### src/rtl/tetris_pkg.sv
// rtl/tetris_pkg.sv - shared playfield constants and line-clear state encoding
// Contents: ROWS/COLS grid geometry, XW/YW cell address widths, lcc_state_t.
package tetris_pkg;

  localparam int ROWS = 20;  // row 0 is the top, ROWS-1 the bottom
  localparam int COLS = 10;
  localparam int XW   = 4;
  localparam int YW   = 5;

  typedef enum logic [2:0] {
    IDLE,
    CHECK,
    SHIFT_RD,
    SHIFT_WR,
    CLEAR_TOP,
    DONE
  } lcc_state_t;

endpackage

### src/rtl/line_clear_ctrl_if.sv
// rtl/line_clear_ctrl_if.sv - single-cell grid port driven by the line-clear sequencer
// Signals: x/y cell address, rd_en/wr_en strobes, wr_data cell value written,
//   rd_data cell value returned combinationally for the current x/y.
// Modports: master (sequencer side), slave (grid memory side).
interface line_clear_ctrl_if;
  import tetris_pkg::*;

  logic [XW-1:0] x;
  logic [YW-1:0] y;
  logic          rd_en;
  logic          wr_en;
  logic          wr_data;
  logic          rd_data;

  modport master (
    output x, y, rd_en, wr_en, wr_data,
    input  rd_data
  );

  modport slave (
    input  x, y, rd_en, wr_en, wr_data,
    output rd_data
  );

endinterface

### src/rtl/line_clear_ctrl.sv
// rtl/line_clear_ctrl.sv - bottom-up full-row detect and collapse sequencer
// Ports: clk; rst_n (asynchronous, active-low); start (one-cycle request, taken in IDLE only);
//   busy (run in progress, including the done cycle); done (one-cycle completion pulse);
//   lines_cleared (rows removed by the last run, held until the next accepted start);
//   grid (master side of the single cell port).
module line_clear_ctrl
  import tetris_pkg::*;
#(
  parameter int CW = 5
) (
  input  logic              clk,
  input  logic              rst_n,
  input  logic              start,
  output logic              busy,
  output logic              done,
  output logic [CW-1:0]     lines_cleared,
  line_clear_ctrl_if.master grid
);

  localparam logic [XW-1:0] COL_LAST = XW'(COLS - 1);
  localparam logic [YW-1:0] ROW_LAST = YW'(ROWS - 1);
  localparam logic [CW-1:0] LC_MAX   = CW'(ROWS);

  lcc_state_t    state, state_n;
  logic [YW-1:0] row, row_n;   // row being scanned
  logic [YW-1:0] r, r_n;       // destination row of the current copy pass
  logic [XW-1:0] col, col_n;
  logic          hold, hold_n; // cell read in SHIFT_RD, written in SHIFT_WR
  logic [CW-1:0] lc_n;

  logic [XW-1:0] x_c;
  logic [YW-1:0] y_c;
  logic          rd_en_c, wr_en_c, wr_data_c;

  always_ff @(posedge clk or negedge rst_n) begin
    if (!rst_n) begin
      state         <= IDLE;
      row           <= '0;
      r             <= '0;
      col           <= '0;
      hold          <= 1'b0;
      lines_cleared <= '0;
    end else begin
      state         <= state_n;
      row           <= row_n;
      r             <= r_n;
      col           <= col_n;
      hold          <= hold_n;
      lines_cleared <= lc_n;
    end
  end

  always_comb begin
    state_n   = state;
    row_n     = row;
    r_n       = r;
    col_n     = col;
    hold_n    = hold;
    lc_n      = lines_cleared;
    x_c       = '0;
    y_c       = '0;
    rd_en_c   = 1'b0;
    wr_en_c   = 1'b0;
    wr_data_c = 1'b0;

    unique case (state)
      IDLE: begin
        if (start) begin
          row_n   = ROW_LAST;
          col_n   = '0;
          lc_n    = '0;
          state_n = CHECK;
        end
      end

      CHECK: begin
        x_c     = col;
        y_c     = row;
        rd_en_c = 1'b1;
        if (!grid.rd_data) begin
          // First empty cell ends this row; move up or finish at the top.
          col_n = '0;
          if (row == '0) state_n = DONE;
          else           row_n   = row - 1'b1;
        end else if (col != COL_LAST) begin
          col_n = col + 1'b1;
        end else begin
          r_n     = row;
          col_n   = '0;
          state_n = (row == '0) ? CLEAR_TOP : SHIFT_RD;
        end
      end

      SHIFT_RD: begin
        x_c     = col;
        y_c     = r - 1'b1;
        rd_en_c = 1'b1;
        hold_n  = grid.rd_data;
        state_n = SHIFT_WR;
      end

      SHIFT_WR: begin
        x_c       = col;
        y_c       = r;
        wr_en_c   = 1'b1;
        wr_data_c = hold;
        if (col != COL_LAST) begin
          col_n   = col + 1'b1;
          state_n = SHIFT_RD;
        end else begin
          col_n   = '0;
          r_n     = r - 1'b1;
          // Row 1 was just copied into; only the top row is left to blank.
          state_n = (r == YW'(1)) ? CLEAR_TOP : SHIFT_RD;
        end
      end

      CLEAR_TOP: begin
        x_c     = col;
        y_c     = '0;
        wr_en_c = 1'b1;
        if (col != COL_LAST) begin
          col_n = col + 1'b1;
        end else begin
          col_n   = '0;
          if (lines_cleared != LC_MAX) lc_n = lines_cleared + 1'b1;
          // row is left unchanged so the row that dropped into it is scanned again.
          state_n = CHECK;
        end
      end

      DONE: begin
        state_n = IDLE;
      end

      default: begin
        state_n = IDLE;
      end
    endcase
  end

  assign busy         = (state != IDLE);
  assign done         = (state == DONE);
  assign grid.x       = x_c;
  assign grid.y       = y_c;
  assign grid.rd_en   = rd_en_c;
  assign grid.wr_en   = wr_en_c;
  assign grid.wr_data = wr_data_c;

endmodule

### src/flat_wrapper.sv
// flat-port wrapper written by rule: the top's interface ports become plain ports
module line_clear_ctrl_flat import tetris_pkg::*;
#(
  parameter int CW = 5
)
  (clk, rst_n, start, busy, done, lines_cleared, grid_x, grid_y, grid_rd_en, grid_wr_en, grid_wr_data, grid_rd_data);
  line_clear_ctrl_if grid_i ();
  input  logic clk;
  input  logic rst_n;
  input  logic start;
  output logic busy;
  output logic done;
  output logic [CW-1:0] lines_cleared;
  output wire logic [$bits(grid_i.x)-1:0] grid_x;
  output wire logic [$bits(grid_i.y)-1:0] grid_y;
  output wire logic [$bits(grid_i.rd_en)-1:0] grid_rd_en;
  output wire logic [$bits(grid_i.wr_en)-1:0] grid_wr_en;
  output wire logic [$bits(grid_i.wr_data)-1:0] grid_wr_data;
  input wire logic [$bits(grid_i.rd_data)-1:0] grid_rd_data;
  assign grid_x = grid_i.x;
  assign grid_y = grid_i.y;
  assign grid_rd_en = grid_i.rd_en;
  assign grid_wr_en = grid_i.wr_en;
  assign grid_wr_data = grid_i.wr_data;
  assign grid_i.rd_data = grid_rd_data;
  line_clear_ctrl #(.CW(CW)) u_core (.clk(clk), .rst_n(rst_n), .start(start), .busy(busy), .done(done), .lines_cleared(lines_cleared), .grid(grid_i));
endmodule
### config.mk
export PLATFORM = sky130hd
export DESIGN_NAME = line_clear_ctrl_flat
export DESIGN_NICKNAME = d
export VERILOG_FILES = /design/src/rtl/tetris_pkg.sv /design/src/rtl/line_clear_ctrl_if.sv /design/src/rtl/line_clear_ctrl.sv /design/src/flat_wrapper.sv
export SDC_FILE = /design/constraint.sdc
export NUM_CORES = 1
export LEC_CHECK = 0
export ABC_CLOCK_PERIOD_IN_PS = 2500
export BUFFER_PORTS_ARGS = -buffer_cell sky130_fd_sc_hd__buf_2
export CORE_MARGIN = 2
export CORE_UTILIZATION = 40
export DETAILED_ROUTE_END_ITERATION = 6
export PLACE_DENSITY_LB_ADDON = 0.05
export SLEW_MARGIN = 25
export SYNTH_ARGS = -nofsm -noshare
export SYNTH_HDL_FRONTEND = slang
export SYNTH_SLANG_ARGS = --single-unit
export TNS_END_PERCENT = 5
### constraint.sdc
create_clock -name clk -period 2.5 [get_ports clk]
set_input_delay 0.5 -clock clk [delete_from_list [all_inputs] [get_ports clk]]
set_output_delay 0.5 -clock clk [all_outputs]
set_load 0.03 [all_outputs]
# Word level (Yosys, flattened, before mapping)
# Cells that the tools add are included.
# totals
register_bits	23
input_bits	4
out_inout_bits	19
wordCells	73
# op_classes
addsub	4
eq_ne	18
muxes	30
n_reduce_logical	15
# ops
operator	count
2-to-1 mux 5 bit	9
case mux 5 bit (2 select lines)	3
2-to-1 mux 3 bit	8
2-to-1 mux 4 bit	4
AND reduction 4 bit	4
case mux 3 bit (5 select lines)	1
case mux 5 bit (3 select lines)	1
inequality test 2 bit, second input constant	7
case mux 4 bit (3 select lines)	1
subtractor 5 x 1 -> 5 bit, second input constant	2
equality test 3 x 2 -> 1 bit, second input constant	2
equality test 3 bit, second input constant	2
nonzero test 2 bit	3
nonzero test 3 bit	2
adder 5 x 1 -> 5 bit, second input constant	1
equality test 5 x 1 -> 1 bit, second input constant	1
zero test 5 bit	1
inequality test 5 bit, second input constant	1
adder 4 x 1 -> 4 bit, second input constant	1
inequality test 4 bit, second input constant	1
OR reduction 2 bit	2
OR reduction 4 bit	1
equality test 3 x 1 -> 1 bit, second input constant	1
zero test 3 bit	1
other kinds (5)	7

# Logic depth before layout (Yosys ltp)
# Gate-level depths: netlist (run 1).
# logic_depth
word_depth	5
mapped_depth	7
ltp_nobuf	6

# Worst setup path before layout (run 1)
# OpenSTA, ideal clock, no wires.
# synth_timing
path_type	register to output
startpoint	register u_core.r[0]
endpoint	output grid_y[4]
t_arrival_ns	1.872
path_slack_ns	0.128
stages_incl_launch_ff	7
n_path_buf	0
path_cell_list	dfrtp_1 > inv_1 > ha_1 > or3b_2 > mux2_2 > a22oi_1 > nor2_1
# synth_between
elab_chain_len	2
# synth_rtl
element	line_no	source
start, declared	line_clear_ctrl.sv:26	logic [YW-1:0] r, r_n;
start signal, assigned	line_clear_ctrl.sv:46	r <= r_n;
subtractor 5 x 1 -> 5 bit	line_clear_ctrl.sv:96	y_c = r - 1'b1;
case mux 5 bit (3 select lines)	line_clear_ctrl.sv:66	unique case (state)
end, declared	flat_wrapper.sv:15	output wire logic [$bits(grid_i.y)-1:0] grid_y;
# No other way between the ends.

# Worst setup path after layout (run 1)
# layout_timing
startpoint	register u_core.r[1]
endpoint	output grid_y[4]
# The elaborated chain is that of the path after synthesis.

==> results of run 1 <==
routing by layer:
metal,up-vias,part of all wire,global-route usage
met5,-,0,0
met4,0,0.0099,0.0587
met3,4,0.036,0.0267
met2,29,0.45,0.284
met1,713,0.50,0.281
li1,737,-,-
how the worst max path moves through the flow:
stage                                 start         to  cells after the start
floorplan           u_core.r[0]$_DFFE_PN0P_  grid_y[4]                      6
global placement    u_core.r[1]$_DFFE_PN0P_  grid_y[4]                      7
detailed placement  u_core.r[1]$_DFFE_PN0P_  grid_y[4]                      7
CTS                 u_core.r[1]$_DFFE_PN0P_  grid_y[4]                      7
global route        u_core.r[1]$_DFFE_PN0P_  grid_y[4]                      7
finish              u_core.r[1]$_DFFE_PN0P_  grid_y[4]                      7
power by group through the flow:
stage	logic (uW)	clock network (uW)	registers, uW
after floorplan	890	0	693
after global placement	1230	0	700
after detailed placement	1240	0	705
after CTS	1300	255	701
after global routing	1480	269	738
final	1320	242	703
placed cells by master, fill, tap and decap left out, drive strengths merged, types with 6 or more instances in the layout:
master and n:
buf 32, nand2 25, dfrtp 23, nor2 16, o21ai 16, inv 11
a21oi 8, ha 7, nor3 7, mux2 6, mux2i 6
stage by stage:
| stage | instance area [um^2] | utilization | hold WS, ns | setup slack (ns) |
|---|---|---|---|---|
| final | 1910 | 0.484 | 0.195 | 0.0292 |
| after global routing | 1910 | 0.484 | 0.237 | -0.0601 |
| after CTS | 1890 | 0.478 | 0.224 | 0.0236 |
| after detailed placement | 1820 | 0.460 | 0.507 | 0.111 |
| after global placement | 1820 | 0.460 | 0.490 | 0.172 |
| after floorplan | 1630 | - | 0.204 | 0.128 |
flip-flops by register name (all words and copies together) (netlist names):
signal / cells
u_core.hold: 1
u_core.r: 5
u_core.state: 3
u_core.row: 5
u_core.lines_cleared: 5
u_core.col: 4
cells by family after synthesis:
family,after synthesis,synth area share
AO/OA/AOI/OAI,43,0.172
XOR/XNOR,3,0.0162
adder cells (fa/ha/maj),7,0.0539
buffers and inverters,21,0.0516
flip-flops,23,0.354
multiplexers,12,0.0785
AND/OR/NAND/NOR,83,0.273
repair_timing:
item	CTS	global route
resized for setup	6	3
setup endpoints to repair	1	2
buffers inserted	1	1
final cells by class:
type | instances | area [um^2]
tap | 50 | 62.6
inverter | 11 | 41.3
multi-input combinational | 148 | 996
fill | 376 | 2030
clock buffer | 4 | 45.0
timing repair buffer | 32 | 188
sequential | 23 | 576
==> metrics.log, run 1 <==
[metrics] overall die area: 0.00459 mm^2
[metrics] CP max stage cell: dfrtp_1
[metrics] Post-Synthesis Net Count: 203
[metrics] wire length after detailed routing: 3.85 mm
[metrics] final std cells w/o fill: 268
[metrics] number of hold buffers added after CTS: 0
[metrics] R2R Path Start: u_core.state[1]$_DFFE_PN0P_
[metrics] #FFs+latches synth: 23
[metrics] setup slack on the worst flop-to-flop path: 0.52 ns
[metrics] relative contribution of the clock network to total power: 0.107
[metrics] internal cell power: 1150 uW
[metrics] main area contributors after synthesis: dfrtp_1, nand2_1, ha_1
[metrics] HPWL Detailed: 2.79 mm
[metrics] clock root buffer: clkbuf_8
[metrics] area of the core region: 0.00394 mm^2
[metrics] post-synth top area cell: dfrtp_1
[metrics] via count of the first global-routing pass: 1386
[metrics] Pleak: 0.000850 uW
[metrics] largest net degree at the start of global routing: 24
[metrics] boundary pin count: 23
[metrics] length of the first detailed-routing pass in iterations: 4
[metrics] Final Max Slew Viols: 0
[metrics] DRC errors left: 0
[metrics] Inst Count DP: 262
[metrics] Worst Reg2Reg Path Length in Cells: 5
[metrics] cell-by-cell listing of the critical path: inv_2, ha_4, or3b_4, mux2_2, a22oi_2, nor2_1, buf_4
[metrics] Top delay family on crit path: simple AND/OR/NAND/NOR gates
[metrics] Post-synth ARST share: 1.00
[metrics] setup repair after global routing missed its margin: yes
[metrics] routability congestion estimate from global placement: 0.813
[metrics] number of hold violations in the final report: 0
[metrics] number of clock sinks seen by CTS: 23
[metrics] worst hold path class: in2async
[metrics] Area Overhead vs Synth: 17.4%
[metrics] count of antenna-violating nets left after detailed routing: 0
[metrics] antenna diode instance count: 0
[metrics] number of instances in the synthesized netlist: 192
[metrics] switching power: 1110 uW
[metrics] sequential share of power: 0.311
[metrics] Sw Share: 0.492
[metrics] buffer and inverter count on the worst path: 2
[metrics] most common cell in the netlist: nand2_1
[metrics] crit path kind: reg2out
[metrics] average cell area after synthesis: 8.47 um^2
[metrics] Port Buf Inserts: 22
[metrics] kind of start point of the critical path: register
[metrics] Clock H-tree levels: 1
[metrics] synth unique cells: 46
[metrics] width of the die: 67.7 um
[metrics] net count reported at finish: 230
[metrics] cell area after synthesis: 0.00163 mm^2
[metrics] clock tree from TritonCTS: built
[metrics] final setup fails: 0
[metrics] All-Layer GR Usage: 0.190
[metrics] cell types with the highest counts after synthesis: nand2_1, dfrtp_1, nor2_1, o21ai_0, inv_1
[metrics] transition time at the pin with the least slew margin: 0.596 ns
[metrics] run status: finished clean
[metrics] Core Rows: 23
[metrics] Yosys top cell area share: 0.354
[metrics] setup skew after layout: 0.00642 ns
[metrics] via-per-instance ratio: 5.53
[metrics] CTS Buffer Depth: 2
[metrics] effective utilization at floorplan: 0.412
[metrics] worst r2r dst: u_core.row[3]$_DFFE_PN0P_
[metrics] peak supply drop: 0.000530 V
[metrics] leftover overflow at the end of global routing: 0
[metrics] Top FF cell, synth: dfrtp_1
[metrics] Power, Total: 2260 uW
[metrics] vias after detailed routing: 1483
[metrics] fraction of layout cells with a size suffix above 1: 0.248
[metrics] kind of capture point of the worst setup path: output port
[metrics] antenna violations before repair: 0
[metrics] post-CTS clock slew at the launch and capture registers of the worst setup and hold paths: 0.09 ns
[metrics] Relative slew margins: 0.603
[metrics] data arrival time of the critical path: 1.97 ns
[metrics] Max Fanout on Critical Path: 5
[metrics] number of CTS-inserted buffers: 3
[metrics] Slowest Stage Delay on Critical Path: 0.39 ns
[metrics] max capacitance violation total: 0
[metrics] die span in y: 67.7 um
[metrics] first-iteration detailed-routing DRC count: 54
[metrics] per-cell routed wire length: 14.4 um
[metrics] setup total negative slack: 0 ns
[metrics] warnings from Yosys: 0
[metrics] share of the clock period used by the worst path after layout: 0.988
[metrics] wire length of the first global-routing pass: 6.60 mm
[metrics] EDFF count, synth: 0
[metrics] part of the power in combinational logic: 0.582
[metrics] required arrival time at the worst endpoint: 2.00 ns
[metrics] Peak Freq: 0.405 GHz
[metrics] final critical delay including setup and external delays: 2.47 ns
[metrics] insertion delay of the later-clocked pin in the worst-skew pair: 0.27 ns
[metrics] proportion of synthesized chip area in sequential cells: 0.354
[metrics] Power Density: 1190 mW/mm^2
Power figures use the tool's default switching activity.
==> inputs of run 2 (changes only) <==
--- a/config.mk
+++ b/config.mk
@@ -7,6 +7,7 @@
 export LEC_CHECK = 0
 export ABC_CLOCK_PERIOD_IN_PS = 2500
 export BUFFER_PORTS_ARGS = -buffer_cell sky130_fd_sc_hd__buf_2
+export CORE_ASPECT_RATIO = 0.6
 export CORE_MARGIN = 2
 export CORE_UTILIZATION = 40
 export DETAILED_ROUTE_END_ITERATION = 6
==> run 2 against run 1 <==
Hold slack better by 0.0048 ns. Flip-flop and latch count stayed put. Critical path depth is the same. Largest power group unchanged. Cell count is 0.37% lower. Final area rose by 0.46%. Critical endpoint unchanged. Largest cell class unchanged. Non-clock buffer count increased by 2. First-iteration DRC count rose by 110%. Count of clock-buffer cells in the layout stayed put. Critical path type unchanged. Clock skew shrank 0.0023 ns.
==> metrics.log, run 2 (synthesis gave the netlist of run 1 again) <==
[metrics] HPWL Detailed: 2.99 mm
[metrics] first-iteration detailed-routing DRC count: 114
[metrics] Core Rows: 17
[metrics] All-Layer GR Usage: 0.199
[metrics] run status: finished clean
[metrics] required arrival time at the worst endpoint: 2.00 ns
[metrics] clock tree from TritonCTS: built
[metrics] DRC errors left: 0
[metrics] Setup WS post-layout: 0.0450 ns
[metrics] die span in y: 53.4 um
[metrics] Inst Count DP: 259
[metrics] number of CTS-inserted buffers: 3
[metrics] share of the clock period used by the worst path after layout: 0.982
[metrics] Final Max Slew Viols: 0
[metrics] Peak Freq: 0.407 GHz
[metrics] crit path kind: reg2out
[metrics] vias after detailed routing: 1507
[metrics] max capacitance violation total: 0
[metrics] length of the first detailed-routing pass in iterations: 6
[metrics] routability congestion estimate from global placement: 0.739
[metrics] post-CTS clock slew at the launch and capture registers of the worst setup and hold paths: 0.09 ns
[metrics] Max Fanout on Critical Path: 4
[metrics] leading cell type in the layout, fill and taps excluded: nand2_1
[metrics] count of antenna-violating nets left after detailed routing: 0
[metrics] pre-CTS setup slack: 0.114 ns
[metrics] number of hold violations in the final report: 0
[metrics] width of the die: 86.3 um
[metrics] insertion delay of the later-clocked pin in the worst-skew pair: 0.26 ns
[metrics] antenna diode instance count: 0
[metrics] clock root buffer: clkbuf_8
[metrics] fraction of layout cells with a size suffix above 1: 0.250
[metrics] boundary pin count: 23
[metrics] effective utilization at floorplan: 0.429
[metrics] leftover overflow at the end of global routing: 0
[metrics] area of the core region: 0.00379 mm^2
[metrics] CTS Buffer Depth: 2
[metrics] cell area after placement: 0.00181 mm^2
[metrics] leading cell types in the layout, fill and taps excluded: nand2_1, dfrtp_1, buf_2, nor2_1, o21ai_0
[metrics] kind of start point of the critical path: register
[metrics] Port Buf Inserts: 22
[metrics] peak supply drop: 0.000626 V
[metrics] net count reported at finish: 232
[metrics] worst hold path class: in2async
[metrics] number of hold buffers added after CTS: 0
[metrics] transition time at the pin with the least slew margin: 0.562 ns
[metrics] wire length after detailed routing: 4.12 mm
[metrics] Pleak: 0.000860 uW
[metrics] Relative slew margins: 0.625
[metrics] wire length of the first global-routing pass: 7.04 mm
[metrics] via count of the first global-routing pass: 1435
[metrics] kind of capture point of the worst setup path: output port
[metrics] Worst Hold Margin: 0.200 ns
[metrics] registers with the most flip-flops: u_core.lines_cleared: 5 flops, u_core.r: 5 flops, u_core.row: 5 flops
[metrics] fin util: 0.506
[metrics] final setup fails: 0
[metrics] final std cells w/o fill: 267
[metrics] setup repair after global routing missed its margin: yes
[metrics] antenna violations before repair: 0
[metrics] number of clock sinks seen by CTS: 23
[metrics] overall die area: 0.00461 mm^2
[metrics] data arrival time of the critical path: 1.96 ns
[metrics] final critical delay including setup and external delays: 2.46 ns
[metrics] Clock H-tree levels: 1
[metrics] setup skew after layout: 0.00414 ns
[metrics] finished layout cell area: 0.00192 mm^2
[metrics] per-cell routed wire length: 15.4 um
[metrics] Power Density: 1210 mW/mm^2
[metrics] Area Overhead vs Synth: 17.9%
[metrics] largest net degree at the start of global routing: 24
[metrics] via-per-instance ratio: 5.64
==> run 2: repair_timing <==
action,CTS,global route
pin swaps,0,3
buffers inserted,1,3
resized for setup,7,3
setup endpoints to repair,2,2
==> run 2: worst paths after layout <==
check	depth (start not counted)	end	slack [ns]	from
worst min register to register	1	u_core.hold$_DFFE_PN0P_	0.53	u_core.hold$_DFFE_PN0P_
worst max register to register	5	u_core.row[3]$_DFFE_PN0P_	0.50	u_core.state[1]$_DFFE_PN0P_
max in group asynchronous	1	u_core.state[0]$_DFFE_PN0P_	1.94	rst_n
worst max-delay path	7	grid_y[4]	0.04	u_core.r[1]$_DFFE_PN0P_
min in group clk	1	u_core.hold$_DFFE_PN0P_	0.53	u_core.hold$_DFFE_PN0P_
worst min-delay path	1	u_core.lines_cleared[1]$_DFFE_PN0P_	0.20	rst_n
==> run 2: through the flow <==
stage | TNS, ns | total power, uW
finish | 0 | 2310
global route | -0.0708 | 2520
CTS | 0 | 2260
detailed placement | 0 | 1960
global placement | 0 | 1920
floorplan | 0 | 1580
==> run 2: area by class of cell <==
cell class	instances	area [um^2]
fillers	384	1870
flip-flops and latches	23	576
repair buffers	34	205
inverters	11	41.3
well taps	47	58.8
clock buffers	4	45.0
multi-input cells	148	991
==> run 2: report_power, final <==
group	leakage, uW	switching, uW	internal (uW)
Clock	0.0000228	123	114
Sequential	0.000283	210	506
Combinational	0.000555	799	561
==> run 2: routing by layer <==
layer,global-route usage,routed length [um],vias to the layer above
met2,0.307,1780,28
met5,0,0,-
met3,0.0452,118,4
met1,0.286,2200,738
met4,0.0391,21,0
li1,-,-,737
==> run 2: critical path, stage by stage (launching register included) <==
cell and delay, ns:
dfrtp_1 0.40, inv_2 0.09, ha_4 0.15, or3b_4 0.39, mux2_2 0.29, a22oi_2 0.15, nor2_1 0.06, buf_4 0.17
